**src/rtl/pwm_pkg.sv**
```systemverilog
// -----------------------------------------------------------------------------
// pwm_pkg
//   Shared definitions for the multi-channel PWM generator (pwm_gen).
//
//   Contents:
//     PWM_INTERVAL_DEF / NUM_CH_DEF  default period length and channel count
//     W_DEF / AW_DEF                 duty input width and active-register width
//     CH_R / CH_G / CH_B             channel index of each LED colour
//     upd_state_e                    duty-update handshake state
//     PWM_IDLE_LEVEL                 output level while a channel is "off"
//     active_width()                 width able to hold 0..interval inclusive
//
//   Configuration macro:
//     PWM_ACTIVE_LOW_EN  defined  -> outputs inverted (common-anode LEDs),
//                                    reset level all-ones
//                        undefined -> active-high outputs, reset level all-zeros
// -----------------------------------------------------------------------------
package pwm_pkg;

    localparam int unsigned PWM_INTERVAL_DEF = 1200;
    localparam int unsigned NUM_CH_DEF       = 3;

    localparam int unsigned W_DEF  = $clog2(PWM_INTERVAL_DEF);
    localparam int unsigned AW_DEF = $clog2(PWM_INTERVAL_DEF + 1);

    localparam int unsigned CH_R = 0;
    localparam int unsigned CH_G = 1;
    localparam int unsigned CH_B = 2;

    // IDLE: no update waiting, a new duty set may be accepted.
    // PENDING: a captured set waits in the shadow registers for the next wrap.
    typedef enum logic {
        UPD_IDLE    = 1'b0,
        UPD_PENDING = 1'b1
    } upd_state_e;

`ifdef PWM_ACTIVE_LOW_EN
    localparam logic PWM_IDLE_LEVEL = 1'b1;
`else
    localparam logic PWM_IDLE_LEVEL = 1'b0;
`endif

    // The active register must represent the full-on value (== interval),
    // which can need one more bit than the period counter.
    function automatic int unsigned active_width(input int unsigned interval);
        return $clog2(interval + 1);
    endfunction

endpackage

```
**src/rtl/pwm_channel.sv**
```systemverilog
// -----------------------------------------------------------------------------
// pwm_channel
//   One PWM channel: clamps and captures a duty word into a shadow register,
//   transfers it to the active register on the apply strobe, and drives a
//   registered output that is "on" while count_i < active.
//
//   Ports:
//     clk        in   system clock
//     rst        in   asynchronous active-high reset
//     duty_i     in   [W-1:0]  raw duty word for this channel
//     count_i    in   [AW-1:0] shared period counter
//     capture_i  in   load clamped duty_i into the shadow register
//     apply_i    in   copy shadow into active (period boundary)
//     pwm_o      out  registered PWM output
//
//   Configuration macro (via pwm_pkg): PWM_ACTIVE_LOW_EN inverts pwm_o and
//   makes its reset value 1.
// -----------------------------------------------------------------------------
module pwm_channel
    import pwm_pkg::*;
#(
    parameter int unsigned PWM_INTERVAL = PWM_INTERVAL_DEF,
    parameter int unsigned W            = $clog2(PWM_INTERVAL),
    parameter int unsigned AW           = $clog2(PWM_INTERVAL + 1)
) (
    input  logic          clk,
    input  logic          rst,
    input  logic [W-1:0]  duty_i,
    input  logic [AW-1:0] count_i,
    input  logic          capture_i,
    input  logic          apply_i,
    output logic          pwm_o
);

    logic [AW-1:0] shadow_q;
    logic [AW-1:0] shadow_d;
    logic [AW-1:0] active_q;
    logic [AW-1:0] active_d;
    logic          pwm_q;
    logic          pwm_d;
    logic [AW-1:0] duty_clamped;

    // Anything at or above the interval means "on for the whole period";
    // storing exactly PWM_INTERVAL keeps count_i < active true for every count.
    always_comb begin
        if (32'(duty_i) >= PWM_INTERVAL) begin
            duty_clamped = AW'(PWM_INTERVAL);
        end else begin
            duty_clamped = AW'(duty_i);
        end
    end

    always_comb begin
        shadow_d = shadow_q;
        active_d = active_q;
        if (capture_i) begin
            shadow_d = duty_clamped;
        end
        if (apply_i) begin
            active_d = shadow_q;
        end
        // Polarity is applied here so the pin itself is a flop output.
        pwm_d = (count_i < active_q) ^ PWM_IDLE_LEVEL;
    end

    always_ff @(posedge clk or posedge rst) begin
        if (rst) begin
            shadow_q <= '0;
            active_q <= '0;
            pwm_q    <= PWM_IDLE_LEVEL;
        end else begin
            shadow_q <= shadow_d;
            active_q <= active_d;
            pwm_q    <= pwm_d;
        end
    end

    assign pwm_o = pwm_q;

endmodule

```
**src/rtl/pwm_gen.sv**
```systemverilog
// -----------------------------------------------------------------------------
// pwm_gen
//   Multi-channel PWM generator. A free-running counter (0..PWM_INTERVAL-1)
//   is compared against per-channel active duty registers. New duty sets
//   arrive over a valid/ready handshake, wait in shadow registers and are
//   applied to all channels together on the wrap cycle, so every output
//   period is whole and uses a single duty set.
//
//   Ports:
//     clk           in   system clock (12 MHz)
//     rst           in   asynchronous active-high reset
//     duty_in       in   [NUM_CH*W-1:0] packed duties, channel i at [i*W +: W]
//     duty_valid    in   duty_in holds a new duty set
//     duty_ready    out  a new set can be accepted this cycle
//     pwm_out       out  [NUM_CH-1:0] registered PWM outputs
//     period_start  out  one-cycle pulse on the first cycle of each period
//
//   Configuration macro: PWM_ACTIVE_LOW_EN (see pwm_pkg) inverts pwm_out and
//   sets its reset value to all-ones; everything else is unchanged.
// -----------------------------------------------------------------------------
module pwm_gen
    import pwm_pkg::*;
#(
    parameter int unsigned PWM_INTERVAL = PWM_INTERVAL_DEF,
    parameter int unsigned NUM_CH       = NUM_CH_DEF,
    parameter int unsigned W            = $clog2(PWM_INTERVAL)
) (
    input  logic                  clk,
    input  logic                  rst,
    input  logic [NUM_CH*W-1:0]   duty_in,
    input  logic                  duty_valid,
    output logic                  duty_ready,
    output logic [NUM_CH-1:0]     pwm_out,
    output logic                  period_start
);

    localparam int unsigned   AW   = active_width(PWM_INTERVAL);
    localparam logic [AW-1:0] LAST = AW'(PWM_INTERVAL - 1);

    // The counter shares the active-register width so the per-channel
    // compare needs no width adaption.
    logic [AW-1:0] count_q;
    logic [AW-1:0] count_d;
    upd_state_e    state_q;
    upd_state_e    state_d;
    logic          period_start_q;
    logic          period_start_d;

    logic wrap;
    logic capture;
    logic apply;

    assign wrap       = (count_q == LAST);
    assign duty_ready = (state_q == UPD_IDLE);
    assign capture    = duty_valid && duty_ready;
    // capture needs IDLE and apply needs PENDING, so they never coincide:
    // data accepted on the wrap cycle is held until the following wrap.
    assign apply      = wrap && (state_q == UPD_PENDING);

    always_comb begin
        count_d        = wrap ? '0 : count_q + AW'(1);
        // Registered, so it lines up with the pwm_out cycle showing count 0.
        period_start_d = (count_q == '0);
    end

    always_comb begin
        state_d = state_q;
        unique case (state_q)
            UPD_IDLE: begin
                if (capture) begin
                    state_d = UPD_PENDING;
                end
            end
            UPD_PENDING: begin
                if (wrap) begin
                    state_d = UPD_IDLE;
                end
            end
            default: state_d = UPD_IDLE;
        endcase
    end

    always_ff @(posedge clk or posedge rst) begin
        if (rst) begin
            count_q        <= '0;
            state_q        <= UPD_IDLE;
            period_start_q <= 1'b0;
        end else begin
            count_q        <= count_d;
            state_q        <= state_d;
            period_start_q <= period_start_d;
        end
    end

    assign period_start = period_start_q;

    for (genvar i = 0; i < NUM_CH; i++) begin : g_ch
        pwm_channel #(
            .PWM_INTERVAL (PWM_INTERVAL),
            .W            (W),
            .AW           (AW)
        ) u_ch (
            .clk       (clk),
            .rst       (rst),
            .duty_i    (duty_in[i*W +: W]),
            .count_i   (count_q),
            .capture_i (capture),
            .apply_i   (apply),
            .pwm_o     (pwm_out[i])
        );
    end

endmodule

```
**config.mk**
```make
export PLATFORM = sky130hd
export DESIGN_NAME = pwm_gen
export DESIGN_NICKNAME = d
export VERILOG_FILES = /design/src/rtl/pwm_pkg.sv /design/src/rtl/pwm_channel.sv /design/src/rtl/pwm_gen.sv
export SDC_FILE = /design/constraint.sdc
export NUM_CORES = 1
export LEC_CHECK = 0
export ABC_AREA = 1
export CORE_ASPECT_RATIO = 0.5
export CORE_MARGIN = 5
export CORE_UTILIZATION = 35
export DETAILED_ROUTE_END_ITERATION = 10
export SYNTH_ARGS = -nofsm -noshare
export SYNTH_HDL_FRONTEND = slang
export SYNTH_SLANG_ARGS = --single-unit
```
**constraint.sdc**
```tcl
create_clock -name clk -period 3.15 [get_ports clk]
set_input_delay 0.4725 -clock clk [delete_from_list [all_inputs] [get_ports clk]]
set_output_delay 0.4725 -clock clk [all_outputs]
set_load 0.01 [all_outputs]
```
# Word level (Yosys, flattened, before mapping)
# Cells that the tools add are included.
# word_totals
out_inout_bits	5
wordCells	31
ff_bits	82
# op_classes
addsub	1
muxes	7
bitwise	1
n_eq_ne	1
reduce_logical	3
n_lt_le_gt_ge	6
# ops
op	count
11-bit 2-to-1 mux	4
11-bit greater-or-equal comparator, second input constant	3
11-bit less-than comparator	3
11-bit by 1-bit adder with 11-bit output, second input constant	1
11-bit == test, second input constant	1
11-bit zero test	1
1-bit logical AND	2
1-bit 2-to-1 mux	2
1-bit one-hot mux with 2 select lines	1
1-bit inverter	1

# Longest topological paths before layout
# logic_depth
ltp_word	4
mapped_depth	9
ltp_nobuf	9

# Cells and area by module
# From an unflattened synthesis, not the netlist that was laid out.
# hier_totals
cells_unflattened	533
area_unflattened_um2	4395.5
# by_module_without_submodules
mod	area_each_um2	n_inst	cells_each	seq_area_each_um2
pwm_channel	1229.9	3	147	575.6
pwm_gen	705.7	1	92	325.3

# Worst setup path after synthesis
# No wires, ideal clock.
# synth_timing
kind	reg2reg
from	register count_q[1]
to	register g_ch[0].u_ch.active_q[4]
arrival_time_ns	1.265
path_stages_with_launch	8
period_less_slack_ns	1.383
required_time_ns	3.032
path_buffers	1
slack_ns	1.767
setup_time_ns	0.118
cell_sequence	dfrtp_1 > ha_1 > nand2_1 > nor2_4 > nand4_4 > buf_6 > nand2_1 > nand2_1
# synth_between
elab_chain_len	2
# synth_lines
element	line_no	rtl
from (decl)	pwm_gen.sv:42	logic [AW-1:0] count_q;
from (signal assigned)	pwm_gen.sv:89	count_q <= count_d;
11-bit == test	pwm_gen.sv:53	assign wrap = (count_q == LAST);
1-bit logical AND	pwm_gen.sv:58	assign apply = wrap && (state_q == UPD_PENDING);
to (signal assigned)	pwm_channel.sv:73	active_q <= active_d;
to (decl)	pwm_channel.sv:37	logic [AW-1:0] active_q;
# Every way passes these cells.
# A chain may end at the register's enable or synchronous reset.

# Worst setup path after layout
# layout_timing
from	register count_q[1]
to	register state_q
# layout_between
elab_chain_len	3
# layout_lines
element	line_no	rtl
11-bit == test	pwm_gen.sv:53	
1-bit 2-to-1 mux	pwm_gen.sv:75	if (wrap) begin
1-bit one-hot mux with 2 select lines	pwm_gen.sv:68	unique case (state_q)
via state_d	pwm_gen.sv:45	upd_state_e state_d;
to (signal assigned)	pwm_gen.sv:90	state_q <= state_d;
to (decl)	pwm_gen.sv:44	upd_state_e state_q;
# The timed path passes the listed nets, and every way through them passes these cells.

==> flow_metrics.py <==
metrics = {
    "grt": {
        "grt-ovfl-total": 0,
        "grt_max_degree": 43,
        "grt_pass1_wl_um": 17700,
        "antenna_found_initial": 0,
        "grt_pass1_vias": 3494,
        "track_usage": 0.142,
    },
    "logic_synthesis": {
        "synth_seq_area_share": 0.453,
        "synthArstFlopShare": 1.00,
        "syn_area_um2": 4530,
        "ys_ff_latch": 82,
        "postSynthNetCount": 633,
        "yosysWarnings": 0,
        "synth_edf_count": 0,
        "synth_ff_type": "dfrtp_1",
        "synth.avg_cell_area_um2": 8.01,
        "syn_inst": 565,
        "ys_types": 23,
    },
    "critical_path": {
        "cp.arrival_ns": 2.23,
        "r2r_cells": 7,
        "required_ns": 3.38,
        "cp_cell_sequence": "ha_1, nand2_1, nor2_4, buf_4, nand3_4, nor2_1, nor2_1",
        "slowest_delay_ns": 0.52,
        "cp_slowest_cell": "dfrtp_1",
        "reg2reg_from": "count_q[1]",
        "path_class": "register to register",
        "cpMostUsedCell": "nor2_1",
        "r2r-end": "state_q",
        "path_max_fanout": 37,
        "worstSetupStartpointType": "register",
        "crit_start": "count_q[1]",
        "endpoint_kind": "register",
        "reg2reg_setup_slack_ns": 1.15,
    },
    "clocking": {
        "cts_sinks": 82,
        "cts-hold-fix-buffers": 0,
        "cts_repair_resize_count": 0,
        "cts_buffers": 9,
        "path_clk_slew_ns": 0.06,
        "cts_tree": "done",
        "post-cts-setup-buffers": 0,
        "clockBufferDepth": 2,
        "htreeDepth": 3,
        "cts_root_buffer": "clkbuf_16",
        "clk_latency_ns": 0.34,
    },
    "routing": {
        "firstDrtPassIters": 4,
        "vias": 3609,
        "drt_wl_total_um": 10300,
        "drc": 0,
        "avgRoutedWirePerCell_um": 13.4,
        "drtIter0Drc": 276,
        "ant_nets": 0,
        "via_per_inst": 4.67,
    },
    "final_layout": {
        "final_util": 0.416,
        "fin_nets": 665,
        "drive_gt1_frac": 0.0532,
        "n_antenna_cell": 0,
        "area_growth_pct": 16.4,
    },
    "sta": {
        "rsz0062_at_grt": "false",
        "fin_skew_ns": 0.00623,
        "setup_tns_ns": 0,
        "setup_viol": 0,
        "finalCritPeriodShare": 0.634,
        "max_slew.worst_pin.slew_ns": 0.825,
        "hold_violations": 0,
        "fin_ws_ns": 1.15,
        "drv_slew": 0,
        "fmax_mhz": 501,
        "min_period_ns": 2.00,
        "maxSlewHeadroom": 0.449,
    },
    "power": {
        "power_uw": 2220,
        "ir_drop_mv": 0.249,
        "p_leak_uw": 0.00261,
        "power-per-cell-area_nw_per_um2": 420,
    },
    "status": {
        "status": "complete, no violations",
    },
    "die": {
        "die_w_um": 171,
        "die_h_um": 90.4,
        "rows": 29,
        "die_area_um2": 15500,
        "io_pins": 41,
        "initial_core_util": 0.358,
        "core_region_area_um2": 12700,
    },
    "hold_path": {
        "worstHoldStart": "g_ch[0].u_ch.active_q[3]",
        "hold_end": "g_ch[0].u_ch.active_q[3]",
        "hold_depth": 2,
        "holdCritPathClass": "register to register",
    },
    "placement": {
        "routabilityCongestion": 0.826,
        "io_buffer_count": 40,
        "post-place-ws_ns": 0.835,
        "dp_hpwl_um": 7230,
    },
    "job": {
        "maxCapViolCount": 0,
    },
}
==> layer usage <==
layer,part of all wire,wire (um),up-vias,GRT usage
li1,-,-,1863,-
met1,0.54,5600,1664,0.222
met2,0.40,4130,70,0.194
met3,0.044,459,12,0.0315
met4,0.013,131,0,0.0389
met5,0,0,-,0
==> worst max-delay path, delay by kind of cell (launching register included) <==
| kind | cells | cell delay (ns) |
|---|---|---|
| DFF | 1 | 0.52 |
| buffers and inverters | 1 | 0.39 |
| adders and majority gates | 1 | 0.29 |
| and+or+nand+nor | 5 | 0.69 |
==> cell usage after synthesis (7+ instances only) <==
library cell / n / area [um^2]
nand2_1: 174 / 653
dfrtp_1: 82 / 2050
inv_1: 75 / 282
nor2_1: 52 / 195
nand4_1: 34 / 213
ha_1: 32 / 400
nand3_1: 29 / 145
o21ai_0: 27 / 135
a21oi_1: 15 / 75.1
buf_2: 9 / 45.0
buf_4: 8 / 60.1
buf_6: 7 / 78.8
==> registers in the layout, indices dropped and copies added (netlist names) <==
signal	count
state_q	1
g_ch.u_ch.active_q	33
period_start	1
g_ch.u_ch.pwm_o	3
count_q	11
g_ch.u_ch.shadow_q	33
==> worst max path at each step <==
stage                     cells after the start  slack (ns)                        to
final                                         7        1.15                   state_q
after global routing                          7        0.98                count_q[3]
after CTS                                     7        1.14                   state_q
after detailed placement                      6        0.84  g_ch[0].u_ch.shadow_q[2]
after global placement                        6        0.89  g_ch[0].u_ch.shadow_q[3]
after floorplan                               1        0.57                count_q[0]
==> cell families (layout without fill, tap and decap cells) <==
family / after synthesis / after routing / share of synthesized area
compound gates: 50 / 50 / 0.0602
xor+xnor: 2 / 2 / 0.00387
fa+ha+maj: 32 / 32 / 0.0884
buf+inv: 100 / 137 / 0.104
flops: 82 / 82 / 0.453
simple gates: 299 / 299 / 0.291
==> through the flow <==
stage          cell area [um^2]  std cells  hold slack, ns
2_1_floorplan              4530        565           0.449
3_3_place_gp               5000        756           0.464
3_5_place_dp               5000        756           0.467
4_1_cts                    5270        772           0.485
5_1_grt                    5270        772           0.501
6_report                   5270        772           0.478
==> final cells by class <==
class / instances / area, um^2
fill: 1233 / 7390
multi-input combinational: 383 / 2010
sequential: 82 / 2050
inverter: 76 / 287
tap: 170 / 213
clock buffer: 11 / 243
clock inverter: 5 / 30.0
timing repair buffer: 45 / 438
==> power by group <==
part	switching (uW)	internal, uW
registers	29.0	1100
clock network	414	551
logic	61.5	63.1
==> cell usage in the layout, fill, tap and decap left out, types with 4 or more instances in the layout <==
| cell | count |
|---|---|
| nand2_1 | 174 |
| ha_1 | 32 |
| buf_4 | 5 |
| clkbuf_16 | 9 |
| nor2_4 | 4 |
| a21oi_1 | 15 |
| clkdlybuf4s50_1 | 40 |
| inv_1 | 74 |
| nand3_1 | 29 |
| o21ai_0 | 27 |
| nand4_1 | 34 |
| dfrtp_1 | 82 |
| clkinv_2 | 4 |
| nor2_1 | 51 |
| a22o_1 | 4 |
(Power assumes the default switching activity.)
